File: config.mk
export PLATFORM = sky130hd
export DESIGN_NAME = preg_rename_ctrl_flat
export DESIGN_NICKNAME = d
export VERILOG_FILES = /design/src/rtl/preg_rename_ctrl_pkg.sv /design/src/rtl/preg_rename_ctrl_if.sv /design/src/rtl/preg_rename_ctrl.sv /design/src/flat_wrapper.sv
export SDC_FILE = /design/constraint.sdc
export NUM_CORES = 1
export LEC_CHECK = 0
export CORE_ASPECT_RATIO = 1.75
export CORE_MARGIN = 1
export CORE_UTILIZATION = 35
export DETAILED_ROUTE_END_ITERATION = 8
export PLACE_DENSITY = 0.64
export SLEW_MARGIN = 20
export SYNTH_ARGS = -nofsm -noshare
export SYNTH_HDL_FRONTEND = slang
export SYNTH_SLANG_ARGS = --single-unit
File: constraint.sdc
create_clock -name clock -period 5.16 [get_ports clock]
set_clock_uncertainty 0.1 [all_clocks]
set_input_delay 0.774 -clock clock [delete_from_list [all_inputs] [get_ports clock]]
set_output_delay 0.774 -clock clock [all_outputs]
set_load 0.01 [all_outputs]
File: src/rtl/preg_rename_ctrl_pkg.sv
// Shared rename-stage definitions: register-file geometry, free-list pointer types,
// RAT write and retire packets, and the rename controller state encoding.
package preg_rename_ctrl_pkg;

    localparam int NUM_AREG       = 32;
    localparam int NUM_PREG       = 64;
    localparam int SCALAR         = 2;
    localparam int AREG_IDX_WIDTH = $clog2(NUM_AREG);
    localparam int PREG_IDX_WIDTH = $clog2(NUM_PREG);
    localparam int FL_DEPTH       = NUM_PREG - NUM_AREG;
    localparam int FL_IDX_WIDTH   = $clog2(FL_DEPTH);
    localparam int FL_PTR_WIDTH   = FL_IDX_WIDTH + 1;
    localparam int FC_WIDTH       = $clog2(FL_DEPTH) + 1;

    typedef logic [PREG_IDX_WIDTH-1:0] preg_tag_t;
    typedef logic [AREG_IDX_WIDTH-1:0] areg_idx_t;
    typedef logic [FL_PTR_WIDTH-1:0]   fl_ptr_t;

    typedef struct packed {
        logic      write_en;
        areg_idx_t addr;
        preg_tag_t tag;
    } RAT_WRITE_INPACKET;

    typedef struct packed {
        logic      valid;
        logic      has_dest;
        preg_tag_t told;
    } FL_RETIRE_PACKET;

    typedef enum logic {
        RUN     = 1'b0,
        RECOVER = 1'b1
    } rename_state_t;

    function automatic logic [1:0] count2(input logic [1:0] v);
        return {1'b0, v[0]} + {1'b0, v[1]};
    endfunction

endpackage

File: src/rtl/preg_rename_ctrl_if.sv
// Dispatch/retire/rollback bundle between decode, the ROB and the rename controller.
// The master side drives requests; the slave side (the controller) answers with grants.
interface preg_rename_ctrl_if
    import preg_rename_ctrl_pkg::*;
();

    logic                                    rollback;
    logic                                    stall_in;
    logic [SCALAR-1:0]                       disp_valid;
    logic [SCALAR-1:0]                       disp_has_dest;
    logic [SCALAR-1:0][AREG_IDX_WIDTH-1:0]   disp_dest_areg;
    logic [SCALAR-1:0]                       retire_valid;
    logic [SCALAR-1:0]                       retire_has_dest;
    logic [SCALAR-1:0][PREG_IDX_WIDTH-1:0]   retire_told;

    logic                                    rename_stall;
    logic [SCALAR-1:0]                       alloc_valid;
    logic [SCALAR-1:0][PREG_IDX_WIDTH-1:0]   alloc_tag;
    RAT_WRITE_INPACKET [SCALAR-1:0]          rat_write_packet;
    logic [FC_WIDTH-1:0]                     free_count;

    modport master (
        output rollback, stall_in,
        output disp_valid, disp_has_dest, disp_dest_areg,
        output retire_valid, retire_has_dest, retire_told,
        input  rename_stall, alloc_valid, alloc_tag, rat_write_packet, free_count
    );

    modport slave (
        input  rollback, stall_in,
        input  disp_valid, disp_has_dest, disp_dest_areg,
        input  retire_valid, retire_has_dest, retire_told,
        output rename_stall, alloc_valid, alloc_tag, rat_write_packet, free_count
    );

endinterface

File: src/rtl/preg_rename_ctrl.sv
// Rename-stage controller: owns the circular physical-register free list, hands out
// new tags to dispatch, reclaims T_old at retire and restores the list on rollback.
module preg_rename_ctrl
    import preg_rename_ctrl_pkg::*;
(
    input  logic               clock,
    input  logic               reset,
    preg_rename_ctrl_if.slave  rn
);

    function automatic fl_ptr_t ptr_add(input fl_ptr_t ptr, input logic [1:0] n);
        return ptr + fl_ptr_t'(n);
    endfunction

    rename_state_t        state, state_next;
    preg_tag_t            fl [FL_DEPTH];
    fl_ptr_t              spec_head, arch_head, tail;
    logic [FC_WIDTH-1:0]  free_count_q;

    logic                 take0, take1;
    logic [1:0]           need;
    logic                 stall_raw;
    logic                 grant;
    fl_ptr_t              slot1_ptr;
    logic [SCALAR-1:0]    alloc_valid;
    preg_tag_t            alloc_tag [SCALAR];

    FL_RETIRE_PACKET      ret_pkt [SCALAR];
    logic [SCALAR-1:0]    ret_fire;
    logic [1:0]           ret_cnt;
    logic                 wr0_en, wr1_en;
    preg_tag_t            wr0_data, wr1_data;
    fl_ptr_t              wr1_ptr;

    fl_ptr_t              tail_next, arch_head_next, spec_head_next;
    logic [FC_WIDTH-1:0]  free_count_next;

    always_ff @(posedge clock) begin
        if (reset) begin
            state <= RUN;
        end else begin
            state <= state_next;
        end
    end

    // RECOVER lasts exactly one cycle (the RAT copying the RRAT) unless rollback repeats.
    always_comb begin
        state_next = state;
        case (state)
            RUN:     if (rn.rollback) state_next = RECOVER;
            RECOVER: state_next = rn.rollback ? RECOVER : RUN;
            default: state_next = RUN;
        endcase
    end

    // Allocation is all-or-nothing across both slots; the stall is held low during reset.
    always_comb begin
        take0     = rn.disp_valid[0] & rn.disp_has_dest[0];
        take1     = rn.disp_valid[1] & rn.disp_has_dest[1];
        need      = count2({take1, take0});
        stall_raw = (state == RECOVER) | rn.rollback | rn.stall_in
                  | (FC_WIDTH'(need) > free_count_q);
        grant     = ~reset & ~stall_raw;

        alloc_valid[0] = grant & take0;
        alloc_valid[1] = grant & take1;
        slot1_ptr      = take0 ? ptr_add(spec_head, 2'd1) : spec_head;

        alloc_tag[0] = alloc_valid[0] ? fl[spec_head[FL_IDX_WIDTH-1:0]] : '0;
        alloc_tag[1] = alloc_valid[1] ? fl[slot1_ptr[FL_IDX_WIDTH-1:0]] : '0;
    end

    always_comb begin
        for (int i = 0; i < SCALAR; i++) begin
            ret_pkt[i].valid    = rn.retire_valid[i];
            ret_pkt[i].has_dest = rn.retire_has_dest[i];
            ret_pkt[i].told     = rn.retire_told[i];
            ret_fire[i]         = ret_pkt[i].valid & ret_pkt[i].has_dest;
        end
        ret_cnt  = count2(ret_fire);

        wr0_en   = ret_fire[0] | ret_fire[1];
        wr0_data = ret_fire[0] ? ret_pkt[0].told : ret_pkt[1].told;
        wr1_en   = ret_fire[0] & ret_fire[1];
        wr1_data = ret_pkt[1].told;
        wr1_ptr  = ptr_add(tail, 2'd1);
    end

    // Retires advance arch_head in lockstep with tail because retire order equals allocation order.
    always_comb begin
        tail_next      = ptr_add(tail, ret_cnt);
        arch_head_next = ptr_add(arch_head, ret_cnt);
        if (rn.rollback) begin
            spec_head_next = arch_head_next;
        end else begin
            spec_head_next = ptr_add(spec_head, grant ? need : 2'd0);
        end
        free_count_next = FC_WIDTH'(tail_next - spec_head_next);
    end

    always_ff @(posedge clock) begin
        if (reset) begin
            for (int k = 0; k < FL_DEPTH; k++) begin
                fl[k] <= PREG_IDX_WIDTH'(NUM_AREG + k);
            end
            spec_head    <= '0;
            arch_head    <= '0;
            tail         <= fl_ptr_t'(FL_DEPTH);
            free_count_q <= FC_WIDTH'(FL_DEPTH);
        end else begin
            if (wr0_en) fl[tail[FL_IDX_WIDTH-1:0]]    <= wr0_data;
            if (wr1_en) fl[wr1_ptr[FL_IDX_WIDTH-1:0]] <= wr1_data;
            spec_head    <= spec_head_next;
            arch_head    <= arch_head_next;
            tail         <= tail_next;
            free_count_q <= free_count_next;
        end
    end

    // An out-of-range count can only come from over-retiring or under-flowing the list.
    always_ff @(posedge clock) begin
        if (!reset) begin
            assert (free_count_next <= FC_WIDTH'(FL_DEPTH));
            assert (!(rn.disp_valid[1] && !rn.disp_valid[0]));
        end
    end

    assign rn.rename_stall = ~reset & stall_raw;
    assign rn.alloc_valid  = alloc_valid;
    assign rn.free_count   = free_count_q;

    always_comb begin
        for (int i = 0; i < SCALAR; i++) begin
            rn.alloc_tag[i]                 = alloc_tag[i];
            rn.rat_write_packet[i].write_en = alloc_valid[i];
            rn.rat_write_packet[i].addr     = alloc_valid[i] ? rn.disp_dest_areg[i] : '0;
            rn.rat_write_packet[i].tag      = alloc_tag[i];
        end
    end

endmodule

File: src/flat_wrapper.sv
// flat-port wrapper written by rule: the top's interface ports become plain ports
module preg_rename_ctrl_flat import preg_rename_ctrl_pkg::*;
  (clock, reset, rn_rollback, rn_stall_in, rn_disp_valid, rn_disp_has_dest, rn_disp_dest_areg, rn_retire_valid, rn_retire_has_dest, rn_retire_told, rn_rename_stall, rn_alloc_valid, rn_alloc_tag, rn_rat_write_packet, rn_free_count);
  preg_rename_ctrl_if rn_i ();
  input  logic clock;
  input  logic reset;
  input wire logic [$bits(rn_i.rollback)-1:0] rn_rollback;
  input wire logic [$bits(rn_i.stall_in)-1:0] rn_stall_in;
  input wire logic [$bits(rn_i.disp_valid)-1:0] rn_disp_valid;
  input wire logic [$bits(rn_i.disp_has_dest)-1:0] rn_disp_has_dest;
  input wire logic [$bits(rn_i.disp_dest_areg)-1:0] rn_disp_dest_areg;
  input wire logic [$bits(rn_i.retire_valid)-1:0] rn_retire_valid;
  input wire logic [$bits(rn_i.retire_has_dest)-1:0] rn_retire_has_dest;
  input wire logic [$bits(rn_i.retire_told)-1:0] rn_retire_told;
  output wire logic [$bits(rn_i.rename_stall)-1:0] rn_rename_stall;
  output wire logic [$bits(rn_i.alloc_valid)-1:0] rn_alloc_valid;
  output wire logic [$bits(rn_i.alloc_tag)-1:0] rn_alloc_tag;
  output wire logic [$bits(rn_i.rat_write_packet)-1:0] rn_rat_write_packet;
  output wire logic [$bits(rn_i.free_count)-1:0] rn_free_count;
  assign rn_i.rollback = rn_rollback;
  assign rn_i.stall_in = rn_stall_in;
  assign rn_i.disp_valid = rn_disp_valid;
  assign rn_i.disp_has_dest = rn_disp_has_dest;
  assign rn_i.disp_dest_areg = rn_disp_dest_areg;
  assign rn_i.retire_valid = rn_retire_valid;
  assign rn_i.retire_has_dest = rn_retire_has_dest;
  assign rn_i.retire_told = rn_retire_told;
  assign rn_rename_stall = rn_i.rename_stall;
  assign rn_alloc_valid = rn_i.alloc_valid;
  assign rn_alloc_tag = rn_i.alloc_tag;
  assign rn_rat_write_packet = rn_i.rat_write_packet;
  assign rn_free_count = rn_i.free_count;
  preg_rename_ctrl u_core (.clock(clock), .reset(reset), .rn(rn_i));
endmodule
# After elaboration in Yosys (flattened, before gate mapping)
# Memories as Yosys holds them, arrays and structs flattened. A register that Yosys moved wholly into a read port is not among the register bits.
# Index checks and enable logic that the tools add are counted.
# op_classes
magnitude_cmp,1
n_mux,24
addsub,8
reduce_logical,2
bitwise,15
# ops
cell,count
6-bit 2-to-1 mux,6
5-bit 2-to-1 mux,6
6-bit by 2-bit adder with 6-bit output,3
6-bit OR reduction,2
1-bit 2-to-1 mux,11
5-bit by 1-bit adder with 5-bit output (second input constant),2
1-bit AND,9
2-bit by 6-bit greater-than comparator with 1-bit output,1
6-bit subtractor,1
1-bit by 1-bit adder with 2-bit output,2
1-bit bitwise OR,4
2-bit 2-to-1 mux,1
1-bit NOT,2
# totals
register_bits,25
in_bits,34
ram_bits,192
mem_count,1
out_inout_bits,45
# memory_table
name,depth,word_bits,read_ports,rd_ports_with_merged_regs,wr,line,source
u_core.fl,32,6,2,1,32,preg_rename_ctrl.sv:16,preg_tag_t fl [FL_DEPTH];

# Longest topological paths before layout
# logic_depth
depth_word,10
depth_mapped,24
mapped_depth_nobuf,19

# Least setup slack after synthesis
# Ideal clock, no wire load.
# synth_timing
path_kind,input port to flip-flop
start,in rn_disp_has_dest[0]
end,reg u_core.free_count_q[5] (netlist: u_core.rn.free_count[5])
required_ns,4.937
path_slack_ns,-0.087
arrival_ns,5.024
stages,22
path_buffers,5
setup_ns,0.123
cell_sequence,buf_4 buf_6 nand2_4 buf_2 buf_2 nor2_1 ha_1 nor2b_1 o211ai_1 nand3b_1 nor2_1 clkbuf_1 nand2_1 fa_1 or3_1 a21oi_1 a21oi_1 ha_1 a21o_1 a31oi_1 xnor3_1 or2_2
# synth_via
elab_chain_len,10
# synth_rtl
item,line,source
"start, declared",flat_wrapper.sv:10,input wire logic [$bits(rn_i.disp_has_dest)-1:0] rn_disp_has_dest;
1-bit AND (*),preg_rename_ctrl.sv:58,take0 = rn.disp_valid[0] & rn.disp_has_dest[0];
1-bit by 1-bit adder with 2-bit output (*),preg_rename_ctrl_pkg.sv:37,"return {1'b0, v[0]} + {1'b0, v[1]};"
2-bit by 6-bit greater-than comparator with 1-bit output,preg_rename_ctrl.sv:62,| (FC_WIDTH'(need) > free_count_q);
1-bit bitwise OR,preg_rename_ctrl.sv:62,
1-bit NOT,preg_rename_ctrl.sv:63,grant = ~reset & ~stall_raw;
1-bit AND,preg_rename_ctrl.sv:63,
2-bit 2-to-1 mux (*),preg_rename_ctrl.sv:96,"spec_head_next = ptr_add(spec_head, grant ? need : 2'd0);"
6-bit by 2-bit adder with 6-bit output (*),preg_rename_ctrl.sv:12,return ptr + fl_ptr_t'(n);
6-bit 2-to-1 mux (*),preg_rename_ctrl.sv:93,if (rn.rollback) begin
6-bit subtractor (*),preg_rename_ctrl.sv:98,free_count_next = FC_WIDTH'(tail_next - spec_head_next);
"end signal, assigned",preg_rename_ctrl.sv:109,free_count_q <= FC_WIDTH'(FL_DEPTH);
"end signal, assigned",preg_rename_ctrl.sv:116,free_count_q <= free_count_next;
"end, declared",preg_rename_ctrl.sv:18,logic [FC_WIDTH-1:0] free_count_q;
# Every way passes the cells marked *; elsewhere a longest branch is shown, timed or not.
# A chain may end at the register's enable or synchronous reset.

# Worst setup path after layout
# layout_timing
start,reg u_core.spec_head[0]
end,out rn_rat_write_packet[14]
# layout_via
elab_chain_len,4
# layout_rtl
item,line,source
"start, declared",preg_rename_ctrl.sv:17,"fl_ptr_t spec_head, arch_head, tail;"
"start signal, assigned",preg_rename_ctrl.sv:113,spec_head <= spec_head_next;
5-bit by 1-bit adder with 5-bit output,preg_rename_ctrl.sv:12,
5-bit 2-to-1 mux (*),preg_rename_ctrl.sv:67,"slot1_ptr = take0 ? ptr_add(spec_head, 2'd1) : spec_head;"
memory 32 x 6 bit (*),--,
6-bit 2-to-1 mux (*),preg_rename_ctrl.sv:70,alloc_tag[1] = alloc_valid[1] ? fl[slot1_ptr[FL_IDX_WIDTH-1:0]] : '0;
"end, declared",flat_wrapper.sv:18,output wire logic [$bits(rn_i.rat_write_packet)-1:0] rn_rat_write_packet;
# Marks and branches as above.

==> results.ini <==
[timing]
finalCritPeriodShare=0.996
max_freq_mhz=195
finalHoldViolations=0
tightest_slew_ns=1.13
slew_headroom=0.243
final_max_slew_viol_count=0
setup_ws_ns=0.0205
fin_setup_tns_ns=0
finalCriticalPeriod_ns=5.14
fin_worst_hold_slack_ns=0.421
rsz0062_at_grt=no
setup_viol=0

[route]
drcViolationCount=0
drt-wirelength-per-cell_um=27.3
vias=12700
vias_per_cell=6.40
drt_iter0_drc=1637
drt_wl_total_um=54400
firstDrtPassIters=6
drtAntennaViolNets=0

[placement]
gp_congestion=0.991
port_buffers=78
place_area_um2=15800
dp_cells=1956
dp_hpwl_um=39700
place_ws_ns=0.0672

[grt]
grt_pass1_wl_um=80700
grtUsageTotal=0.260
antenna_found_initial=1
grt_max_degree=91
grt_remaining_overflow=0
grt_pass1_vias=12600

[floorplan]
fp.dieW_um=156
num_rows=98
io_pins=79
initial_core_util=0.354
dieArea_um2=42200
fp.dieH_um=271
core_area_um2=40800

[synth]
synth_seq_cells=217
synth.yosys.seq_area_share=0.433
syn_area_per_cell_um2=10.5
yosysUniqueCellTypes=89
syn_nets=1436
syn_inst=1382
async_reset_ff_frac=0
synth_flop_cell=edfxtp_1
synth.cell_area_um2=14500
yosysWarnings=0
synth_edf_count=192

[run_status]
status=finished clean

[clock_network]
clock_sinks=217
cts_root_buf=clkbuf_16
clock_latency_ns=0.52
clk_pin_slew_worst_paths_ns=0.07
cts_tree=built
postCtsSetupRepairBufs=0
cts_buffers=19
cts_hold_buf=0
cts_resized=0
h-tree-depth=1
clockBufferDepth=3

[worst_hold_path]
min-delay-start=u_core.arch_head[5]$_SDFF_PP0_
min_path_type=reg -> reg

[layout]
layout_commonest_cell=edfxtp_1
finalNonFillerCells=1991
drive_gt1_frac=0.136
fin_area_um2=16400
layout.nets=1482
post-route-util=0.403
final_cell_mix=edfxtp_1 (192), nor2_1 (171), nand2_1 (165)
n_antenna_cell=0
area_delta_synth_final_pct=13.6

[power]
clock_power_share=0.323
switchingPower_mw=1.29
power_density_nw_per_um2=266
peakVddDrop_mv=0.211
total_power_mw=4.37
pwr-share-comb=0.220
p_int_mw=3.08
pwr-share-seq=0.457
power.leakage_nw=5.06
switching_share=0.295

[critical_path]
crit_start=u_core.spec_head[0]$_SDFF_PP0_
endpoint_kind=primary output
cp.arrival_ns=4.27
cp.required_ns=4.29
critical_path_class=reg -> out
timing.rr.start=u_core.rn.free_count[1]$_SDFF_PP0_
crit_fanout=29
start_kind=flop

[run]
maxCapViolCount=0

[area by class of cell]
class / count / area [um2]
clock buffers: 24 / 547
clock inverters: 10 / 47.5
fillers: 3931 / 24400
inverters: 23 / 86.3
multi-input cells: 1022 / 7470
flip-flops and latches: 217 / 6270
well taps: 550 / 688
repair buffers: 145 / 1320
[state kept, by name, summed over array words and instances, names as in the netlist]
signal / count
u_core.state: 1
u_core.arch_head: 6
u_core.rn.free_count: 6
u_core.fl: 192
u_core.tail: 6
u_core.spec_head: 6
[cell families after synthesis]
family	share of synthesized area
xor+xnor	0.0142
compound gates	0.163
fa+ha+maj	0.0194
buf+inv	0.0558
flops	0.433
simple gates	0.160
mux	0.155
[synth_stat cells (all sizes together) (19+ instances only)]
| cell type | number | area, um2 |
|---|---|---|
| a21oi | 95 | 479 |
| a22oi | 60 | 455 |
| buf | 71 | 536 |
| clkbuf | 49 | 185 |
| dfxtp | 25 | 500 |
| edfxtp | 192 | 5770 |
| inv | 19 | 71.3 |
| mux2i | 50 | 500 |
| mux4 | 69 | 1610 |
| nand2 | 167 | 642 |
| nand3 | 28 | 150 |
| nor2 | 172 | 662 |
| nor3 | 26 | 140 |
| o21ai | 30 | 150 |
| o22ai | 70 | 438 |
| or3 | 28 | 175 |
[routing by layer]
layer | part of all wire | track usage | vias to the layer above
met5 | 0.00024 | 0 | -
met4 | 0.088 | 0.196 | 2
met1 | 0.33 | 0.289 | 6121
met2 | 0.49 | 0.443 | 966
li1 | - | - | 5369
met3 | 0.095 | 0.0418 | 287
[critical path: stages (launching register included)]
cell and delay, ns:
dfxtp_4 0.37, ha_2 0.43, buf_4 0.47, mux4_2 0.62, nand2_1 0.09, a21oi_1 0.07
o31ai_1 0.86, nor4_1 0.14, buf_4 0.20, clkdlybuf4s50_1 0.47
[power groups by stage]
stage,clock (mW),sequential [mW],combinational (mW)
finish,1.41,2.00,0.960
floorplan,0,2.02,0.633
global placement,0,2.03,0.928
global route,1.47,2.00,1.01
CTS,1.42,2.00,0.939
detailed placement,0,2.03,0.934
[final timing paths]
kind                                                      endpoint  slack [ns]  depth (start not counted)
worst min-delay path                u_core.arch_head[5]$_SDFF_PP0_        0.42                          2
worst max register to register  u_core.rn.free_count[5]$_SDFF_PP1_        1.21                         17
worst min register to register      u_core.arch_head[5]$_SDFF_PP0_        0.42                          2
worst max-delay path                       rn_rat_write_packet[14]        0.02                          9
No activity file was read; power rests on OpenSTA's default activity.
==> variant (config.mk and constraints unchanged) <==
Set the package constant `NUM_AREG` to 16 (it was 32).
--- a/src/rtl/preg_rename_ctrl_pkg.sv
+++ b/src/rtl/preg_rename_ctrl_pkg.sv
@@ -2,7 +2,7 @@
 // RAT write and retire packets, and the rename controller state encoding.
 package preg_rename_ctrl_pkg;
 
-    localparam int NUM_AREG       = 32;
+    localparam int NUM_AREG       = 16;
     localparam int NUM_PREG       = 64;
     localparam int SCALAR         = 2;
     localparam int AREG_IDX_WIDTH = $clog2(NUM_AREG);
Interface: changed (resized rn_disp_dest_areg, rn_free_count and rn_rat_write_packet); port bits go from 79 to 76. No check against the original RTL was run, so the function may have changed too.
==> variant against the original RTL <==
Clock power increased by 120%. Wire length up 120%. Worst setup slack worse by 0.097 ns. Sequential power is 89% higher. Count of clock-buffer cells in the layout grew 26. Largest power group unchanged. Register-to-register slack better by 0.05 ns. Sequential cell count rose by 196. The run now ends with setup timing left. Power increased by 99%. First-iteration DRC count grew 130%. Final area rose by 88%. Area after synthesis up 84%.
==> variant: results (changes against the original RTL) <==
status=finished, violations left; failing checks=setup timing; Net Count, Synth=2387 (+66%); Clk pwr share=36.0% (+3.7 points); synth top area cells=edfxtp_1, mux4_2, mux2i_1; # placed instances=3400 (+74%); TNS Setup=-0.151 ns (-0.151 ns); Final GP Congestion=1.02 (+3.2%); pin count of the biggest net entering global routing=87 (-4.4%); placed inst area=29400 sq um (+86%); Syn Inst Count=2334 (+69%); layout cells sized above 1=21.6% (+8.0 points); vias after detailed routing=22900 (+79%); final setup violation count=2 (+2); vias in the first global route=22300 (+77%); Worst path slowest cell=buf_4; WHS Endpoint=u_core.tail[6]; Post-synth top cells=edfxtp_1, nor2_1, nand2_1; R2R Setup Slk=1.26 ns (+0.05 ns); sequential share of the synthesized area=45.6% (+2.3 points); DRT iter0 DRCs=3725 (+130%); combinational power share=20.5% (-1.5 points); crit-path max cell delay=0.62 ns (-0.24 ns); final worst slack=-0.0769 ns (-0.0975 ns); EDFF count, synth=384 (+100%); worst hold slack=0.466 ns (+0.0446 ns); Final #Nets=2490 (+68%); CTS Buf Count=41 (+22)
variant: logic make-up (layout without fill, tap and decap cells):
group | after synthesis | in the layout | share of synthesized area, %
buffers and inverters | 256 | 388 | 4.45
AO/OA/AOI/OAI | 570 | 570 | 14.1
adder cells (fa/ha/maj) | 21 | 21 | 1.10
multiplexers | 331 | 331 | 21.8
XOR/XNOR | 26 | 26 | 0.886
other | 0 | 2 | 0
AND/OR/NAND/NOR | 717 | 717 | 12.1
flip-flops | 413 | 413 | 45.6
variant: worst max-delay path by stage:
stage | from | endpoint | slack, ns | depth (start not counted)
CTS | u_core.spec_head[0] | rn_alloc_tag[9] | 0.04 | 13
detailed placement | rn_disp_has_dest[0] | rn_rat_write_packet[13] | -0.33 | 15
floorplan | rn_disp_valid[0] | u_core.rn.free_count[6] | 0.11 | 20
global route | rn_disp_has_dest[0] | rn_rat_write_packet[11] | 0.004 | 12
global placement | rn_disp_has_dest[0] | rn_alloc_tag[8] | -0.33 | 15
finish | u_core.spec_head[1] | rn_alloc_tag[4] | -0.08 | 8
variant: timing repair:
item	in CTS	in global routing
hold buffers	0	0
gates resized for setup	10	9
pin swaps	1	1
cloned	0	1
endpoints found under the setup margin	12	14
setup buffers	3	2
variant: final cells by class:
class                      count  area, sq um  area share (%)
timing repair buffer         296         2700            8.72
clock buffer                  50         1100            3.56
multi-input combinational   1665        13400            43.5
antenna                        2         5.00          0.0162
inverter                      20         75.1           0.243
sequential                   413        12100            39.2
clock inverter                22          223           0.720
tap                         1012         1270            4.09
variant: layer usage:
metal,global-route usage [%],vias to the layer above,routed length (microns)
met1,33.2,11400,37600
met4,20.8,4,9960
met3,4.95,457,11200
li1,-,9293,-
met2,52.5,1751,58900
met5,0,-,41
